**src/rtl/seg_pkg.sv**
```systemverilog
// seg_pkg: shared types and default parameters for the multiplexed display scanner
package seg_pkg;
  typedef enum logic {EMPTY, PENDING} buf_state_t;
  typedef logic [3:0] nibble_t;
  localparam int DEF_NDIGITS = 4;
  localparam int DEF_DIV = 50000;
endpackage

```
**src/rtl/seg_prescaler.sv**
```systemverilog
// seg_prescaler: free-running 0..DIV-1 counter producing a one-cycle tick on the last count
module seg_prescaler
  import seg_pkg::*;
#(
  parameter int DIV = DEF_DIV
) (
  input  logic clk,
  input  logic rst_n,
  output logic tick
);
  localparam int CW = $clog2(DIV);
  logic [CW-1:0] cnt;
  assign tick = cnt == CW'(DIV - 1);
  always_ff @(posedge clk or negedge rst_n)
    if (!rst_n) cnt <= '0;
    else cnt <= tick ? '0 : cnt + 1'b1;
endmodule

```
**src/rtl/seg_scan.sv**
```systemverilog
// seg_scan: double-buffered hex digit scanner with frame-aligned commit and leading-zero blanking
module seg_scan
  import seg_pkg::*;
#(
  parameter int NDIGITS = DEF_NDIGITS,
  parameter int DIV = DEF_DIV
) (
  input  logic                   clk,
  input  logic                   rst_n,
  input  logic                   load_valid,
  output logic                   load_ready,
  input  logic [4*NDIGITS-1:0]   load_data,
  input  logic                   blank_lz,
  output logic [3:0]             digit_data,
  output logic [NDIGITS-1:0]     digit_sel,
  output logic                   digit_blank
);
  localparam int IW = $clog2(NDIGITS);
  localparam logic [IW-1:0] LAST = IW'(NDIGITS - 1);
  logic tick, frame_end, blz_q, hi_zero;
  logic [IW-1:0] idx;
  nibble_t [NDIGITS-1:0] disp, pend;
  buf_state_t st;
  seg_prescaler #(.DIV(DIV)) u_pre (.clk(clk), .rst_n(rst_n), .tick(tick));
  assign frame_end = tick & (idx == LAST);
  always_ff @(posedge clk or negedge rst_n)
    if (!rst_n) idx <= '0;
    else if (tick) idx <= (idx == LAST) ? '0 : idx + 1'b1;
  always_ff @(posedge clk or negedge rst_n)
    if (!rst_n) blz_q <= 1'b0;
    else blz_q <= blank_lz;
  // a handshake landing on frame_end only fills pend; it waits a whole frame to commit
  always_ff @(posedge clk or negedge rst_n)
    if (!rst_n) begin
      st <= EMPTY;
      pend <= '0;
      disp <= '0;
    end else if (st == EMPTY) begin
      if (load_valid) begin
        pend <= load_data;
        st <= PENDING;
      end
    end else if (frame_end) begin
      disp <= pend;
      st <= EMPTY;
    end
  always_comb begin
    hi_zero = 1'b1;
    for (int k = 0; k < NDIGITS; k++) hi_zero &= (k < int'(idx)) || (disp[k] == '0);
  end
  assign load_ready = st == EMPTY;
  assign digit_data = disp[idx];
  assign digit_sel = NDIGITS'(1) << idx;
  assign digit_blank = blz_q & (idx != '0) & hi_zero;
endmodule

```
**config.mk**
```make
export PLATFORM = sky130hd
export DESIGN_NAME = seg_scan
export DESIGN_NICKNAME = d
export VERILOG_FILES = /design/src/rtl/seg_pkg.sv /design/src/rtl/seg_prescaler.sv /design/src/rtl/seg_scan.sv
export SDC_FILE = /design/constraint.sdc
export NUM_CORES = 1
export LEC_CHECK = 0
export ABC_AREA = 1
export BUFFER_PORTS_ARGS = -buffer_cell sky130_fd_sc_hd__buf_2
export CAP_MARGIN = 20
export CORE_MARGIN = 2
export CORE_UTILIZATION = 45
export CTS_CLUSTER_SIZE = 14
export DETAILED_ROUTE_END_ITERATION = 16
export SYNTH_ARGS = -nofsm -noshare
export SYNTH_HDL_FRONTEND = slang
export SYNTH_HIERARCHICAL = 1
export SYNTH_SLANG_ARGS = --single-unit
```
**constraint.sdc**
```tcl
create_clock -name clk -period 2.05 [get_ports clk]
set_input_delay 0.1025 -clock clk [delete_from_list [all_inputs] [get_ports clk]]
set_output_delay 0.1025 -clock clk [all_outputs]
set_load 0.005 [all_outputs]
```
==> Yosys cells after proc, flatten, opt, wreduce, memory -nomap -nowiden <==
Index checks and enable logic that the tools add are counted.
{ "word_totals": {"reg_bits": 52, "inputBits": 20, "word_cells": 45} }
{ "op_classes": {"addsub": 2, "order_cmp": 4, "eq_ne": 2, "shifts": 1, "n_mux": 7, "bitwise_logic": 7, "reduce_logical": 10} }
{ "ops": {"columns": ["operator", "count"], "rows": [
  ["adder 16 x 1 -> 16 bit (second input constant)", 1],
  ["equality test 16 bit (second input constant)", 1],
  ["zero test 4 bit", 4],
  ["two-way mux 16 bit", 1],
  ["binary-select mux 4 bit (select 2 bit)", 1],
  ["AND 1 bit", 6],
  ["< comparator 1 x 2 -> 1 bit (first input constant)", 2],
  ["two-way mux 4 bit", 1],
  ["AND reduction 2 bit", 2],
  ["<< shifter 1 x 2 -> 4 bit (first input constant)", 1],
  ["logical OR 1 bit", 3],
  ["< comparator 2 x 3 -> 1 bit (second input constant)", 1],
  ["two-way mux 1 bit", 3],
  ["adder 2 x 1 -> 2 bit (second input constant)", 1],
  ["equality test 2 bit (second input constant)", 1],
  ["< comparator 2 bit (first input constant)", 1],
  ["two-way mux 2 bit", 1],
  ["nonzero test 2 bit", 1],
  ["inverter 1 bit", 1]
]} }

==> Longest topological paths before layout <==
Gate-level depths: netlist of the first run.
{ "depth": {"word_depth": 6, "ltp_mapped": 10, "depth_no_buf": 9} }

==> Cells and area by module <==
Netlist of the first run, hierarchy kept.
{ "by_module_without_submodules": {"columns": ["mod", "instances", "cells_each", "area_each_um2", "seq_area_each_um2"], "rows": [
  ["seg_scan", 1, 178, 1602.8, 900.9],
  ["seg_prescaler", 1, 121, 877.1, 400.4]
]} }

==> Worst setup path before layout of the first run <==
OpenSTA, ideal clock, no wires.
{ "synth_timing": {"path_type": "register to register", "startpoint": "register u_pre.cnt[0]", "endpoint": "register disp[10] in the netlist's numbering", "setup_time_ns": 0.120, "arrival_time_ns": 1.501, "required_time_ns": 1.930, "path_slack_ns": 0.429, "stages_incl_launch_ff": 10, "path_cell_list": "dfrtp_1 -> ha_1 -> nand3_2 -> nor2_1 -> nand2_2 -> inv_2 -> nand3_2 -> buf_2 -> nor2_1 -> a21oi_1"} }
{ "synth_via": {"elab_chain_len": 3} }
{ "synth_rtl": {"columns": ["element", "line_no", "source"], "rows": [
  ["from (decl)", "seg_prescaler.sv:12", "logic [CW-1:0] cnt;"],
  ["from (signal assigned)", "seg_prescaler.sv:16", "else cnt <= tick ? '0 : cnt + 1'b1;"],
  ["equality test 16 bit", "seg_prescaler.sv:13", "assign tick = cnt == CW'(DIV - 1);"],
  ["via tick", "seg_scan.sv:20", "logic tick, frame_end, blz_q, hi_zero;"],
  ["AND 1 bit", "seg_scan.sv:25", "assign frame_end = tick & (idx == LAST);"],
  ["AND reduction 2 bit (no line)", null, null],
  ["to (signal assigned)", "seg_scan.sv:44", "disp <= pend;"],
  ["to (decl)", "seg_scan.sv:22", "nibble_t [NDIGITS-1:0] disp, pend;"]
]} }
The timed path passes the listed nets, and every way through them passes these cells.
A chain may end at the register's enable or synchronous reset.

==> Worst setup path after layout of the first run <==
{ "layout_timing": {"startpoint": "register u_pre.cnt[0]", "endpoint": "register disp[6] in the netlist's numbering"} }
The elaborated chain is that of the path after synthesis.

==> results.json, run 1 <==
{
  "status": "complete, no violations",
  "nNetsFinal": 361,
  "io_buffer_count": 29,
  "timing.critical_path.to_type": "register",
  "pwr-share-seq": 0.604,
  "min_delay_worst_endpoint": "pend[10]",
  "synth_cell_type_count": 24,
  "post-layout-total-power_mw": 1.777,
  "detail_route.first_pass.iterations": 4,
  "worstPathRequired_ns": 2.25,
  "route.detailed.wl_per_inst_um": 11.61,
  "worstSetupPathType": "register to register",
  "crit-reg2reg-capture": "disp[6]",
  "timing.fmax_mhz": 566.6,
  "tns_ns": 0,
  "dpl_worst_slack_ns": 0.3043,
  "clock_sink_count": 52,
  "post-route-min-period_ns": 1.765,
  "vias": 1901,
  "power.switching_mw": 0.4288,
  "met3WireLength_um": 165,
  "final_cycle_share": 0.8609,
  "h-tree-depth": 2,
  "top_signal_layer_used": "met4",
  "vdd.ir_drop.worst_mv": 0.3245,
  "fraction_of_power_consumed_by_combinational_cells": 0.051,
  "final_non_filler_cell_total": 409,
  "synth_warnings": 6,
  "met1_length_mm": 2.405,
  "layout_commonest_cell": "nand2_1",
  "cts_tree": "built",
  "post_cts_gate_resize_count": 0,
  "finalCoreUtilization": 0.5213,
  "syn_area_mm2": 0.002480,
  "die_width_um": 78.24,
  "placed_cells_incl_taps": 399,
  "place.detailed.hpwl_mm": 3.484,
  "floorplan.die.height_um": 78.24,
  "cts_buffers": 5,
  "cp-start-kind": "register",
  "timing_max_transition_violations_final": 0,
  "fp.coreArea_mm2": 0.005405,
  "finalClockSkew_ns": 0.01194,
  "initial_antenna_violation_count": 0,
  "post-route-worst-setup-slack_ns": 0.2851,
  "slew-limit-headroom": 0.6300,
  "layout-drive-gt1-share": 0.1632,
  "antenna-diode-count": 0,
  "root_buffer": "clkbuf_8",
  "internal-power_mw": 1.349,
  "slowest_stage": "dfrtp_1",
  "hold_class": "primary input to register",
  "ctsLongestPathBuffers": 2,
  "io_pins": 30,
  "critical_path_arrival_ns": 1.96,
  "syn-instance-count": 299,
  "routability_congestion_estimate": 0.8184,
  "rsz0062_at_grt": "false",
  "post_drt_via_cell_ratio": 4.648,
  "synth_seq_area_share": 0.5247,
  "area_growth_from_synthesis_to_final_layout_pct": 13.62,
  "syn_nets": 324,
  "design_area_mm2": 0.002818,
  "postPlaceCellArea_mm2": 0.002704,
  "initial_core_util": 0.4588,
  "crit_fanout": 19,
  "fin_worst_hold_slack_ns": 0.01562,
  "floorplan.rows": 27,
  "post_synth.cell_area_avg_um2": 8.294,
  "synth_seq_cells": 52,
  "postRouteAntennaNets": 0,
  "sw_frac_of_total": 0.2412,
  "initialDrtViolationCount": 121,
  "power-per-cell-area_mw_per_mm2": 630.8,
  "grt_pass1_wl_mm": 8.521,
  "setup_viol_count_final": 0,
  "maxCapViolations": 0,
  "worst_skew_pair.late_latency_ns": 0.31,
  "postCtsSetupBuffers": 0,
  "grt_max_degree": 31,
  "critical-path-max-stage-delay_ns": 0.40,
  "fp.dieArea_mm2": 0.006121,
  "timing.critical_path.mode_cell": "nand3_2",
  "worstHoldStart": "load_data[10]",
  "grt_overflow": 0,
  "wl_met2_mm": 2.115,
  "lkg_pwr_nw": 1.514,
  "wirelength_mm": 4.748,
  "crit_path_cell_trace": "ha_1 -> nand3_2 -> nor2_1 -> nand2_2 -> inv_2 -> nand3_2 -> buf_4 -> nand2_1 -> o21ai_0",
  "leading_cell_types_in_the_layout_fill_and_taps_excluded": "nand2_1, nor2_1, dfrtp_1",
  "rr_worst_depth": 9,
  "rrSetupSlack_ns": 0.29,
  "drcViolationCount": 0,
  "first_global_vias": 1888,
  "worst_pin_slew_ns": 0.5551,
  "power.clock.fraction": 0.345,
  "grt_use_total": 0.1753,
  "hold_depth": 3,
  "final_hold_viol_count": 0,
  "clock_transition_at_the_registers_of_the_reported_paths_ns": 0.10,
  "r2r_start": "u_pre/cnt[0]"
}
logic make-up (layout without fill, tap and decap cells):
family	count (synthesis)	after routing	synth area share
and+or+nand+nor	142	142	0.2402
DFF	52	52	0.5247
AOI/OAI and AO/OA	48	48	0.1054
buffers and inverters	47	85	0.08678
adders and majority gates	5	5	0.02523
xor gates and xnor gates	5	5	0.01766
routing by layer:
| metal | GRT usage | up-vias |
|---|---|---|
| li1 | - | 1011 |
| met1 | 0.2352 | 855 |
| met2 | 0.2871 | 29 |
| met3 | 0.04023 | 6 |
| met4 | 0.04737 | 0 |
| met5 | 0 | - |
area by class of cell:
cell class | count | area (um2)
Fill cell | 545 | 2587
Sequential cell | 52 | 1301
Multi-Input combinational cell | 200 | 963.4
Timing Repair Buffer | 36 | 215.2
Inverter | 41 | 153.9
Tap cell | 72 | 90.09
Clock buffer | 5 | 68.82
Clock inverter | 3 | 25.02
worst max-delay path, delay by kind of cell, from the launching register on:
kind / cells / cell delay, ns
AOI/OAI and AO/OA: 1 / 0.07
adders and majority gates: 1 / 0.22
buffers and inverters: 2 / 0.35
DFF: 1 / 0.40
and+or+nand+nor: 5 / 0.60
power groups by stage:
stage	clock network, mW	registers, mW	logic (mW)
finish	0.613	1.07	0.0903
global placement	0	1.09	0.0875
global route	0.668	1.08	0.109
CTS	0.634	1.07	0.0939
floorplan	0	1.09	0.0368
detailed placement	0	1.09	0.0907
Yosys cell counts (all sizes together):
cell | n | share of area
a31oi | 1 | 0.0025
ha | 5 | 0.025
nor2 | 56 | 0.085
xor2 | 5 | 0.018
o21a | 1 | 0.0030
nand3 | 13 | 0.030
nor3 | 3 | 0.011
nand4 | 2 | 0.0050
o21ai | 24 | 0.048
inv | 41 | 0.062
nand2 | 67 | 0.11
a21oi | 21 | 0.048
nand3b | 1 | 0.0030
dfrtp | 52 | 0.52
o211ai | 1 | 0.0030
buf | 6 | 0.025
worst max path at each step:
stage                            start       end  slack (ns)
after CTS                 u_pre/cnt[0]  disp[12]        0.28
after global routing      u_pre/cnt[0]   disp[0]        0.13
final                     u_pre/cnt[0]   disp[6]        0.29
after detailed placement  u_pre/cnt[0]  disp[12]        0.30
after global placement    u_pre/cnt[0]  disp[12]        0.37
after floorplan           u_pre/cnt[0]  disp[10]        0.43
registers in the layout (all words and copies together) (netlist names):
name and cells:
pend 16, blz_q 1, st 1, u_pre/cnt 16, disp 16, idx 2
timing repair:
action                                 in CTS  in global routing
endpoints found under the hold margin      23                  0
hold buffers                                2                  0
setup endpoints to repair                   0                  0
Power figures use the tool's default switching activity.
==> inputs of run 2 (changes only) <==
--- a/config.mk
+++ b/config.mk
@@ -12,6 +12,7 @@
 export CORE_UTILIZATION = 45
 export CTS_CLUSTER_SIZE = 14
 export DETAILED_ROUTE_END_ITERATION = 16
+export HOLD_SLACK_MARGIN = 0.02
 export SYNTH_ARGS = -nofsm -noshare
 export SYNTH_HDL_FRONTEND = slang
 export SYNTH_HIERARCHICAL = 1
==> results.json, run 2 (synthesized netlist as in run 1, its figures left out) <==
{
  "postRouteAntennaNets": 0,
  "nNetsFinal": 364,
  "place.detailed.hpwl_mm": 3.484,
  "worstPathRequired_ns": 2.26,
  "pwr-share-seq": 0.603,
  "cp_top_family": "simple AND/OR/NAND/NOR gates",
  "final_cycle_share": 0.8611,
  "vias": 1907,
  "final_hold_viol_count": 0,
  "route.detailed.wl_per_inst_um": 11.54,
  "initialDrtViolationCount": 127,
  "maxCapViolations": 0,
  "io_buffer_count": 29,
  "slowest_stage": "dfrtp_1",
  "cts_buffers": 5,
  "finalClockSkew_ns": 0.01242,
  "slew-limit-headroom": 0.6315,
  "root_buffer": "clkbuf_8",
  "wirelength_mm": 4.754,
  "clock_sink_count": 52,
  "rsz0062_at_grt": "false",
  "power.switching_mw": 0.4296,
  "initial_core_util": 0.4588,
  "layout_top_registers": "disp (16), pend (16), u_pre/cnt (16)",
  "sw_frac_of_total": 0.2411,
  "io_pins": 30,
  "detail_route.first_pass.iterations": 4,
  "postCtsSetupBuffers": 0,
  "die_width_um": 78.24,
  "internal-power_mw": 1.352,
  "timing.fmax_mhz": 566.5,
  "setup_viol_count_final": 0,
  "fp.dieArea_mm2": 0.006121,
  "critical-path-max-stage-delay_ns": 0.40,
  "fraction_of_power_consumed_by_combinational_cells": 0.053,
  "power-per-cell-area_mw_per_mm2": 625.7,
  "timing_max_transition_violations_final": 0,
  "critical_path_arrival_ns": 1.97,
  "floorplan.die.height_um": 78.24,
  "grt_max_degree": 31,
  "worstSetupPathType": "register to register",
  "fp.coreArea_mm2": 0.005405,
  "initial_antenna_violation_count": 0,
  "cp.buffers_inverters": 2,
  "tns_ns": 0,
  "worst_pin_slew_ns": 0.5527,
  "layout-drive-gt1-share": 0.1618,
  "leading_cell_types_in_the_layout_fill_and_taps_excluded": "nand2_1, nor2_1, dfrtp_1",
  "floorplan.rows": 27,
  "power.clock.fraction": 0.344,
  "ctsLongestPathBuffers": 2,
  "worst_skew_pair.late_latency_ns": 0.31,
  "crit_path_cell_trace": "ha_1 -> nand3_2 -> nor2_1 -> nand2_2 -> inv_2 -> nand3_2 -> buf_4 -> nor2_1 -> a21oi_1",
  "grt_use_total": 0.1748,
  "post-route-min-period_ns": 1.765,
  "cts.hold.buffers_added": 4,
  "drcViolationCount": 0,
  "post_cts_gate_resize_count": 0,
  "hold_class": "primary input to register",
  "crit_fanout": 19,
  "vdd.ir_drop.worst_mv": 0.3244,
  "cp-start-kind": "register",
  "routability_congestion_estimate": 0.8184,
  "first_global_vias": 1889,
  "clock_transition_at_the_registers_of_the_reported_paths_ns": 0.11,
  "grt_overflow": 0,
  "antenna-diode-count": 0,
  "layout.filler_cells": 542,
  "lkg_pwr_nw": 1.526,
  "grt_pass1_wl_mm": 8.500,
  "h-tree-depth": 2,
  "cts_tree": "built",
  "timing.critical_path.to_type": "register",
  "finalCoreUtilization": 0.5269,
  "post_drt_via_cell_ratio": 4.629,
  "area_growth_from_synthesis_to_final_layout_pct": 14.83,
  "status": "complete, no violations",
  "layout_commonest_cell": "nand2_1"
}
==> run 2: power by group through the flow <==
stage               Combinational [mW]  Sequential, mW  Clock [mW]
CTS                             0.0967            1.07       0.634
global placement                0.0875            1.09           0
floorplan                       0.0368            1.09           0
global route                     0.114            1.08       0.668
finish                          0.0945            1.07       0.613
detailed placement              0.0907            1.09           0
==> run 2: final timing paths <==
| path | end | slack, ns | startpoint | cells after the start |
|---|---|---|---|---|
| max | disp[12] | 0.28 | u_pre/cnt[0] | 9 |
| min | pend[4] | 0.03 | load_data[4] | 3 |
| max reg2reg | disp[12] | 0.28 | u_pre/cnt[0] | 9 |
| min reg2reg | pend[12] | 0.48 | pend[12] | 2 |
| max in group asynchronous | u_pre/cnt[15] | 1.20 | rst_n | 3 |
| min in group asynchronous | disp[8] | 0.31 | rst_n | 2 |
==> run 2: final cells by class <==
cell class | count | area [um2] | area share
Clock inverter | 3 | 25.02 | 0.008787
Sequential cell | 52 | 1301 | 0.4569
Clock buffer | 5 | 68.82 | 0.02417
Timing Repair Buffer | 39 | 245.2 | 0.08612
Tap cell | 72 | 90.09 | 0.03163
Multi-Input combinational cell | 200 | 963.4 | 0.3383
Inverter | 41 | 153.9 | 0.05404
==> run 2: worst reg2reg max path, delay by kind of cell (launching register included) <==
family | cells | cell delay [ns]
AO/OA/AOI/OAI | 1 | 0.05
flip-flops | 1 | 0.40
buffers and inverters | 2 | 0.35
adder cells (fa/ha/maj) | 1 | 0.22
AND/OR/NAND/NOR | 5 | 0.64
==> run 2: routing by layer <==
metal / track usage / part of all wire / vias up
met4: 0.04737 / 0.013 / 0
met3: 0.04023 / 0.032 / 6
met5: 0 / 0 / -
met1: 0.2345 / 0.51 / 860
li1: - / - / 1016
met2: 0.2862 / 0.44 / 25
==> run 2: per-stage QoR <==
stage                     hold slack (ns)  instance area, um2  instances  power [mW]  setup WS [ns]
final                             0.02656                2848        412       1.782         0.2848
after global routing              0.03819                2848        412       1.861         0.1258
after CTS                         0.02064                2838        411       1.805         0.2816
after detailed placement           0.1211                2704        399       1.185         0.3043
after global placement             0.1208                2704        399       1.182         0.3746
after floorplan                   -0.1931                2480        299       1.129         0.4289
